### config.mk
export PLATFORM = sky130hd
export DESIGN_NAME = mips_multicycle_control
export DESIGN_NICKNAME = d
export VERILOG_FILES = /design/src/rtl/mips_ctrl_pkg.sv /design/src/rtl/mips_ctrl_decode.sv /design/src/rtl/mips_multicycle_control.sv
export SDC_FILE = /design/constraint.sdc
export NUM_CORES = 1
export LEC_CHECK = 0
export ABC_CLOCK_PERIOD_IN_PS = 2500
export CAP_MARGIN = 20
export CORE_MARGIN = 5
export CORE_UTILIZATION = 46
export DETAILED_ROUTE_END_ITERATION = 8
export HOLD_SLACK_MARGIN = 0.15
export MAX_ROUTING_LAYER = met4
export PLACE_DENSITY = 0.85
export SYNTH_ARGS = -nofsm -noshare
export SYNTH_HDL_FRONTEND = slang
export SYNTH_HIERARCHICAL = 1
export SYNTH_SLANG_ARGS = --single-unit
### constraint.sdc
create_clock -name clk -period 2.5 [get_ports clk]
set_clock_uncertainty 0.05 [all_clocks]
set_input_delay 0.25 -clock clk [delete_from_list [all_inputs] [get_ports clk]]
set_output_delay 0.25 -clock clk [all_outputs]
set_load 0.1 [all_outputs]
### src/rtl/mips_ctrl_pkg.sv
// Shared encodings for the multicycle MIPS control FSM: opcodes, states,
// ALU/mux select codes and the packed control word.
package mips_ctrl_pkg;

    localparam logic [5:0] OP_RTYPE = 6'b000000;
    localparam logic [5:0] OP_LW    = 6'b100011;
    localparam logic [5:0] OP_SW    = 6'b101011;
    localparam logic [5:0] OP_BEQ   = 6'b000100;
    localparam logic [5:0] OP_ADDI  = 6'b001000;
    localparam logic [5:0] OP_J     = 6'b000010;

    localparam logic [1:0] ALUOP_ADD   = 2'b00;
    localparam logic [1:0] ALUOP_SUB   = 2'b01;
    localparam logic [1:0] ALUOP_FUNCT = 2'b10;

    localparam logic [1:0] SRCB_REG   = 2'b00;
    localparam logic [1:0] SRCB_FOUR  = 2'b01;
    localparam logic [1:0] SRCB_IMM   = 2'b10;
    localparam logic [1:0] SRCB_IMMSH = 2'b11;

    localparam logic [1:0] PCSRC_ALU    = 2'b00;
    localparam logic [1:0] PCSRC_ALUOUT = 2'b01;
    localparam logic [1:0] PCSRC_JUMP   = 2'b10;

    typedef enum logic [3:0] {
        S_IDLE    = 4'd0,
        S_FETCH   = 4'd1,
        S_DECODE  = 4'd2,
        S_MEMADR  = 4'd3,
        S_MEMRD   = 4'd4,
        S_MEMWR   = 4'd5,
        S_MEMWB   = 4'd6,
        S_EXECUTE = 4'd7,
        S_ALUWB   = 4'd8,
        S_BRANCH  = 4'd9,
        S_ADDIEX  = 4'd10,
        S_ADDIWB  = 4'd11,
        S_JUMP    = 4'd12
    } state_t;

    typedef struct packed {
        logic       mem_req;
        logic       iord;
        logic       mem_write;
        logic       ir_write;
        logic       mem_to_reg;
        logic       reg_dst;
        logic       reg_write;
        logic       alu_src_a;
        logic [1:0] alu_src_b;
        logic [1:0] alu_op;
        logic [1:0] pc_src;
        logic       pc_write;
        logic       pc_write_cond;
    } ctrl_t;

endpackage

### src/rtl/mips_ctrl_decode.sv
// State (+mem_ready for the completing-cycle strobes) to datapath control word.
// Purely combinational; every field defaults to 0 so unused selects are never X.
module mips_ctrl_decode
    import mips_ctrl_pkg::*;
(
    input  state_t state,
    input  logic   mem_ready,
    output ctrl_t  ctrl
);

    always_comb begin
        ctrl = '0;
        case (state)
            S_FETCH: begin
                ctrl.mem_req   = 1'b1;
                ctrl.alu_src_b = SRCB_FOUR;
                ctrl.alu_op    = ALUOP_ADD;
                ctrl.pc_src    = PCSRC_ALU;
                // IR and PC only update in the cycle the fetch actually completes
                ctrl.ir_write  = mem_ready;
                ctrl.pc_write  = mem_ready;
            end
            S_DECODE: begin
                ctrl.alu_src_b = SRCB_IMMSH;
                ctrl.alu_op    = ALUOP_ADD;
            end
            S_MEMADR, S_ADDIEX: begin
                ctrl.alu_src_a = 1'b1;
                ctrl.alu_src_b = SRCB_IMM;
                ctrl.alu_op    = ALUOP_ADD;
            end
            S_MEMRD: begin
                ctrl.mem_req = 1'b1;
                ctrl.iord    = 1'b1;
            end
            S_MEMWR: begin
                ctrl.mem_req   = 1'b1;
                ctrl.iord      = 1'b1;
                ctrl.mem_write = mem_ready;
            end
            S_MEMWB: begin
                ctrl.mem_to_reg = 1'b1;
                ctrl.reg_write  = 1'b1;
            end
            S_EXECUTE: begin
                ctrl.alu_src_a = 1'b1;
                ctrl.alu_src_b = SRCB_REG;
                ctrl.alu_op    = ALUOP_FUNCT;
            end
            S_ALUWB: begin
                ctrl.reg_dst   = 1'b1;
                ctrl.reg_write = 1'b1;
            end
            S_BRANCH: begin
                ctrl.alu_src_a     = 1'b1;
                ctrl.alu_src_b     = SRCB_REG;
                ctrl.alu_op        = ALUOP_SUB;
                ctrl.pc_src        = PCSRC_ALUOUT;
                ctrl.pc_write_cond = 1'b1;
            end
            S_ADDIWB: begin
                ctrl.reg_write = 1'b1;
            end
            S_JUMP: begin
                ctrl.pc_src   = PCSRC_JUMP;
                ctrl.pc_write = 1'b1;
            end
            default: ctrl = '0;
        endcase
    end

endmodule

### src/rtl/mips_multicycle_control.sv
// Main control FSM for the multicycle MIPS datapath: state register and next-state logic;
// the control word comes from mips_ctrl_decode. Memory states stall until mem_ready.
module mips_multicycle_control
    import mips_ctrl_pkg::*;
#(
    parameter int OPW = 6
) (
    input  logic           clk,
    input  logic           reset,
    input  logic [OPW-1:0] opcode,
    input  logic           mem_ready,
    output logic           mem_req,
    output logic           IorD,
    output logic           MemWrite,
    output logic           IRWrite,
    output logic           MemtoReg,
    output logic           RegDst,
    output logic           RegWrite,
    output logic           ALUSrcA,
    output logic [1:0]     ALUSrcB,
    output logic [1:0]     ALUOp,
    output logic [1:0]     PCSrc,
    output logic           PCWrite,
    output logic           PCWriteCond,
    output logic           illegal_op
);

    state_t state_q, state_d;
    logic   illegal_d;
    ctrl_t  ctrl;

    always_ff @(posedge clk) begin
        if (reset) begin
            state_q <= S_IDLE;
        end else begin
            state_q <= state_d;
        end
    end

    // Unknown opcodes fall to the default arms, so state_d is always a legal state.
    always_comb begin
        state_d   = state_q;
        illegal_d = 1'b0;
        case (state_q)
            S_IDLE:  state_d = S_FETCH;
            S_FETCH: if (mem_ready) state_d = S_DECODE;
            S_DECODE: begin
                case (opcode)
                    OP_LW, OP_SW: state_d = S_MEMADR;
                    OP_RTYPE:     state_d = S_EXECUTE;
                    OP_BEQ:       state_d = S_BRANCH;
                    OP_ADDI:      state_d = S_ADDIEX;
                    OP_J:         state_d = S_JUMP;
                    default: begin
                        state_d   = S_FETCH;
                        illegal_d = 1'b1;
                    end
                endcase
            end
            S_MEMADR: begin
                case (opcode)
                    OP_LW:   state_d = S_MEMRD;
                    OP_SW:   state_d = S_MEMWR;
                    default: state_d = S_FETCH;
                endcase
            end
            S_MEMRD:   if (mem_ready) state_d = S_MEMWB;
            S_MEMWR:   if (mem_ready) state_d = S_FETCH;
            S_MEMWB:   state_d = S_FETCH;
            S_EXECUTE: state_d = S_ALUWB;
            S_ALUWB:   state_d = S_FETCH;
            S_BRANCH:  state_d = S_FETCH;
            S_ADDIEX:  state_d = S_ADDIWB;
            S_ADDIWB:  state_d = S_FETCH;
            S_JUMP:    state_d = S_FETCH;
            default:   state_d = S_IDLE;
        endcase
    end

    mips_ctrl_decode u_decode (
        .state     (state_q),
        .mem_ready (mem_ready),
        .ctrl      (ctrl)
    );

    assign mem_req     = ctrl.mem_req;
    assign IorD        = ctrl.iord;
    assign MemWrite    = ctrl.mem_write;
    assign IRWrite     = ctrl.ir_write;
    assign MemtoReg    = ctrl.mem_to_reg;
    assign RegDst      = ctrl.reg_dst;
    assign RegWrite    = ctrl.reg_write;
    assign ALUSrcA     = ctrl.alu_src_a;
    assign ALUSrcB     = ctrl.alu_src_b;
    assign ALUOp       = ctrl.alu_op;
    assign PCSrc       = ctrl.pc_src;
    assign PCWrite     = ctrl.pc_write;
    assign PCWriteCond = ctrl.pc_write_cond;
    assign illegal_op  = illegal_d;

endmodule

# Yosys cells after proc, flatten, opt, wreduce, memory -nomap -nowiden
# Cells that the tools add are included.
# word_totals
register_bits	4
input_bits	9
# classes
eq_ne	20
mux	20
n_reduce_logical	11
# ops
operator	count
4-bit one-hot mux with 5 select lines	2
4-bit one-hot mux with 8 select lines	1
4-bit == test, second input constant	5
4-bit by 3-bit == test with 1-bit output, second input constant	4
6-bit == test, second input constant	2
4-bit two-way mux	3
6-bit OR reduction	2
1-bit two-way mux	11
4-bit by 2-bit == test with 1-bit output, second input constant	2
6-bit by 2-bit == test with 1-bit output, second input constant	1
6-bit by 3-bit == test with 1-bit output, second input constant	1
6-bit by 4-bit == test with 1-bit output, second input constant	1
6-bit zero test	1
2-bit inequality test, second input constant	3
3-bit one-hot mux with 2 select lines	1
2-bit OR reduction	3
3-bit OR reduction	2
4-bit by 1-bit == test with 1-bit output, second input constant	1
4-bit zero test	1
2-bit one-hot mux with 2 select lines	1
4-bit OR reduction	1
3-bit AND reduction	1
1-bit one-hot mux with 2 select lines	1

# Logic depth before layout (Yosys ltp)
# depth
word_depth	4
ltp_mapped	5
mapped_depth_nobuf	4

# Hierarchy
# The synthesis kept the hierarchy.
# modules_own_cells
module	n_inst	cells_per_inst	area_per_inst_um2
mips_multicycle_control	1	62	455.4
mips_ctrl_decode	1	32	225.2

# Least setup slack after synthesis
# Ideal clock, no wire load.
# synth_path
path_kind	register -> output
startpoint	reg state_q[3]
endpoint	out ALUOp[0]
t_arrival_ns	3.591
t_required_ns	2.200
slack_ns	-1.391
path_stages_with_launch	3
path_buffers	1
path_cell_list	dfxtp_1 -> buf_2 -> nor4bb_1
# synth_via
elab_chain_cells	3
# synth_lines
element	line_no	source
from (decl)	mips_multicycle_control.sv:28	state_t state_q, state_d;
from (signal assigned)	mips_multicycle_control.sv:36	state_q <= state_d;
4-bit by 2-bit == test with 1-bit output or 4-bit == test (tied branches)	mips_ctrl_decode.sv:13	case (state)
2-bit OR reduction	-	
4-bit one-hot mux with 5 select lines (*)	mips_ctrl_decode.sv:13	
to (decl)	mips_multicycle_control.sv:21	output logic [1:0] ALUOp,
# Every way passes the cells marked *; elsewhere a longest branch is shown, timed or not.

# Final worst setup path
# Ends and elaborated chain as after synthesis.

==> summary.txt <==
Power and ir drop
  – Lkg Pwr: 0.442 nW
  – Max IR drop VDD: 0.000342 V
  – Cell Pwr Density: 480 mW/mm2

Route
  – DR vias/cell: 6.15
  – Via count: 806
  – Post-Route WL: 1970 um
  – DRT Pass-1 Iters: 4
  – Number of remaining DRC errors: 0
  – Wire per inst: 15.0 um
  – DR iter-0 viols: 7
  – Post-route antenna net violation count: 0

Worst setup path
  – CP peak stage delay: 670 ps
  – Register-to-register setup slack: 720 ps
  – CP startpoint: state_q[3]$_SDFFE_PP0P_
  – Worst R2R Path Depth: 5
  – CP delay by family, top: flip-flops
  – CP endpoint: ALUOp[0]
  – CP max stage cell: dfxtp_1
  – Cell Chain, Critical Path: buf_4, nor4bb_2, buf_12
  – Critical path capture point type: output port
  – Crit path DAT: 1850 ps
  – Worst EP required: 2200 ps
  – R2R Path End: state_q[3]$_SDFFE_PP0P_
  – Reg-to-reg startpoint: state_q[1]$_SDFFE_PP0P_
  – Crit path kind: flip-flop to output port
  – Buf/Inv on CP: 2
  – Critical-path maximum fanout: 18
  – Crit. path cell count: 3
  – CP Launch Type: flip-flop

Clocking
  – PostCTS Resize Cnt: 0
  – # Post-CTS Setup Buffers: 0
  – CTS buffer count: 3
  – CTS max path bufs: 2
  – Worst-path clk slew: 30 ps
  – Root Buffer: clkbuf_4
  – Hold buffer count at CTS: 0
  – H-tree Lvls: 1
  – Insertion delay to the later sink of the worst-skew pair: 240 ps
  – TritonCTS clock tree: yes
  – # clock sinks: 4

Logic synthesis
  – Compound-gate portion of the synthesized area: 25.7%
  – Post-Synth Adder-Cell Area: 1.47%
  – Ys flop type: dfxtp_1
  – Synth top area share: 11.8%
  – Top cells by area, synth: dfxtp_1 (12%), nor3_1 (6.6%), a21oi_1 (4.4%)
  – Most common cell in the netlist: nor3_1
  – Post-synth EDFFs: 0
  – Area leader, netlist: dfxtp_1
  – Simple-gate share of the synthesized area: 45.6%
  – Netlist cell types: 39
  – Post-synth net total: 103
  – Mux contribution to synthesized area: 0%
  – Synth Area in XOR/XNOR: 5.15%
  – Yosys warns: 6
  – Largest family of logic cells by synthesized area: simple AND/OR/NAND/NOR gates
  – Avg Inst Size Synth: 7.24 um2
  – Post-synthesis cell count: 94
  – Flops & latches, synth: 4
  – Seq/Total Area, Yosys: 11.8%
  – Ys async rst share: 0%
  – Commonest cells post-synth: nor3_1 (9), nor2_1 (8), a21oi_1 (6)
  – Cell area after synthesis: 681 um2

Global route
  – Pin count of the biggest net entering global routing: 31
  – Initial antenna violation count: 0
  – Total GRT Usage: 17.3%
  – First-pass GRT wire length: 3370 um
  – Vias in the first global route: 777
  – Grt total ovfl: 0

Timing
  – Slew margin rel.: 61.6%
  – Final Hold Viols: 0
  – Max-slew violations: 0
  – Setup TNS: 0 ps
  – Period Utilization, post-route: 86.1%
  – RSZ-0062 raised after global routing: false
  – Worst-Margin Slew: 575 ps
  – Fmax: 464 MHz
  – Min Tclk post-route: 2150 ps
  – # setup viols final: 0

Layout
  – Share of cells above drive strength 1: 30.2%
  – Storage element area: 81.3 um2
  – Area of the multi-input gates: 567 um2
  – Layout fillers: 85
  – Largest register by flop count: state_q
  – Max reg flops: 4
  – Antenna fix cells: 0
  – Nets: 127
  – Util after Layout: 84.3%
  – Largest regs: state_q: 4 flops
  – Layout area overhead: 67.3%

Hold path
  – Hold crit path type: flip-flop to flip-flop

Floorplanning
  – Core Box Area: 0.00135 mm2
  – Row Count: 13
  – Initial core utilization: 50.4%
  – DIE HEIGHT: 48.5 um
  – Die area: 0.00235 mm2
  – I/O Pins: 26
  – Die Wd: 48.5 um

Job
  – Max-Cap Viols: 0

Outcome
  – Outcome: finished clean

Placed design
  – IO buf count: 25
  – RePlAce Congestion: 0.768
  – Hpwl dp: 1500 um
==> per-stage QoR <==
step                power [mW]  hold WS (ps)  std cells  setup WS, ps  cell area (um2)
finish                   0.546           714        131           347             1140
global route             0.575           748        131           261             1140
floorplan                0.339           406         94          -345              723
global placement         0.458           664        128           442             1120
CTS                      0.548           704        131           366             1140
detailed placement       0.467           698        128           414             1120
==> metal layers <==
layer	up-vias	track usage (%)	routed length [um]
met5	-	-	0
met4	0	8.52	60
met3	8	5.81	140
met2	33	29.6	944
met1	364	17.5	824
li1	401	-	-
==> tightest hold or removal path: stages (launching register included) <==
cell and delay, ps:
dfxtp_2 460, nand3_1 180, a2bb2oi_1 70
==> cells in the final DEF (no fill, tap or decap), types with 2 or more instances in the layout <==
cell type        count
a21oi_1              6
a211oi_1             2
nand2_1              5
clkdlybuf4s50_1      8
inv_1                5
o21ai_0              3
nand2b_1             3
nor2_1               8
o211ai_1             2
nor3b_2              3
nor3_2               3
and4bb_1             2
a21o_1               2
nand3_1              3
dfxtp_1              3
nor3_1               6
buf_12              16
xor2_1               2
clkbuf_4             3
buf_4                4
nand3b_1             4
xnor2_1              2
and3b_1              2
nand4b_1             2
==> layout make-up <==
class,count,share of cell area [%]
well taps,15,1.65
clock buffers,3,1.98
inverters,5,1.65
flip-flops and latches,4,7.14
multi-input cells,76,49.8
repair buffers,28,37.8
==> worst min-delay path by stage <==
stage | start | to | slack, ps | depth (start not counted)
after global placement | state_q[3]$_SDFFE_PP0P_ | state_q[3]$_SDFFE_PP0P_ | 660 | 2
after CTS | state_q[2]$_SDFFE_PP0P_ | state_q[2]$_SDFFE_PP0P_ | 700 | 2
after global routing | state_q[2]$_SDFFE_PP0P_ | state_q[2]$_SDFFE_PP0P_ | 750 | 2
after floorplan | reset | state_q[0]$_SDFFE_PP0P_ | 410 | 3
final | state_q[2]$_SDFFE_PP0P_ | state_q[2]$_SDFFE_PP0P_ | 710 | 2
after detailed placement | state_q[2]$_SDFFE_PP0P_ | state_q[2]$_SDFFE_PP0P_ | 700 | 2
==> power by group <==
part / total [mW] / internal, mW / switching [mW]
logic: 0.376 / 0.138 / 0.238
clock network: 0.0806 / 0.0537 / 0.0269
registers: 0.0893 / 0.0703 / 0.0190
total: 0.546 / 0.262 / 0.284
==> cells by family after synthesis <==
logic type	count (synthesis)
flops	4
compound gates	23
simple gates	48
fa+ha+maj	1
buf+inv	14
xor+xnor	4
Power figures use the tool's default switching activity.
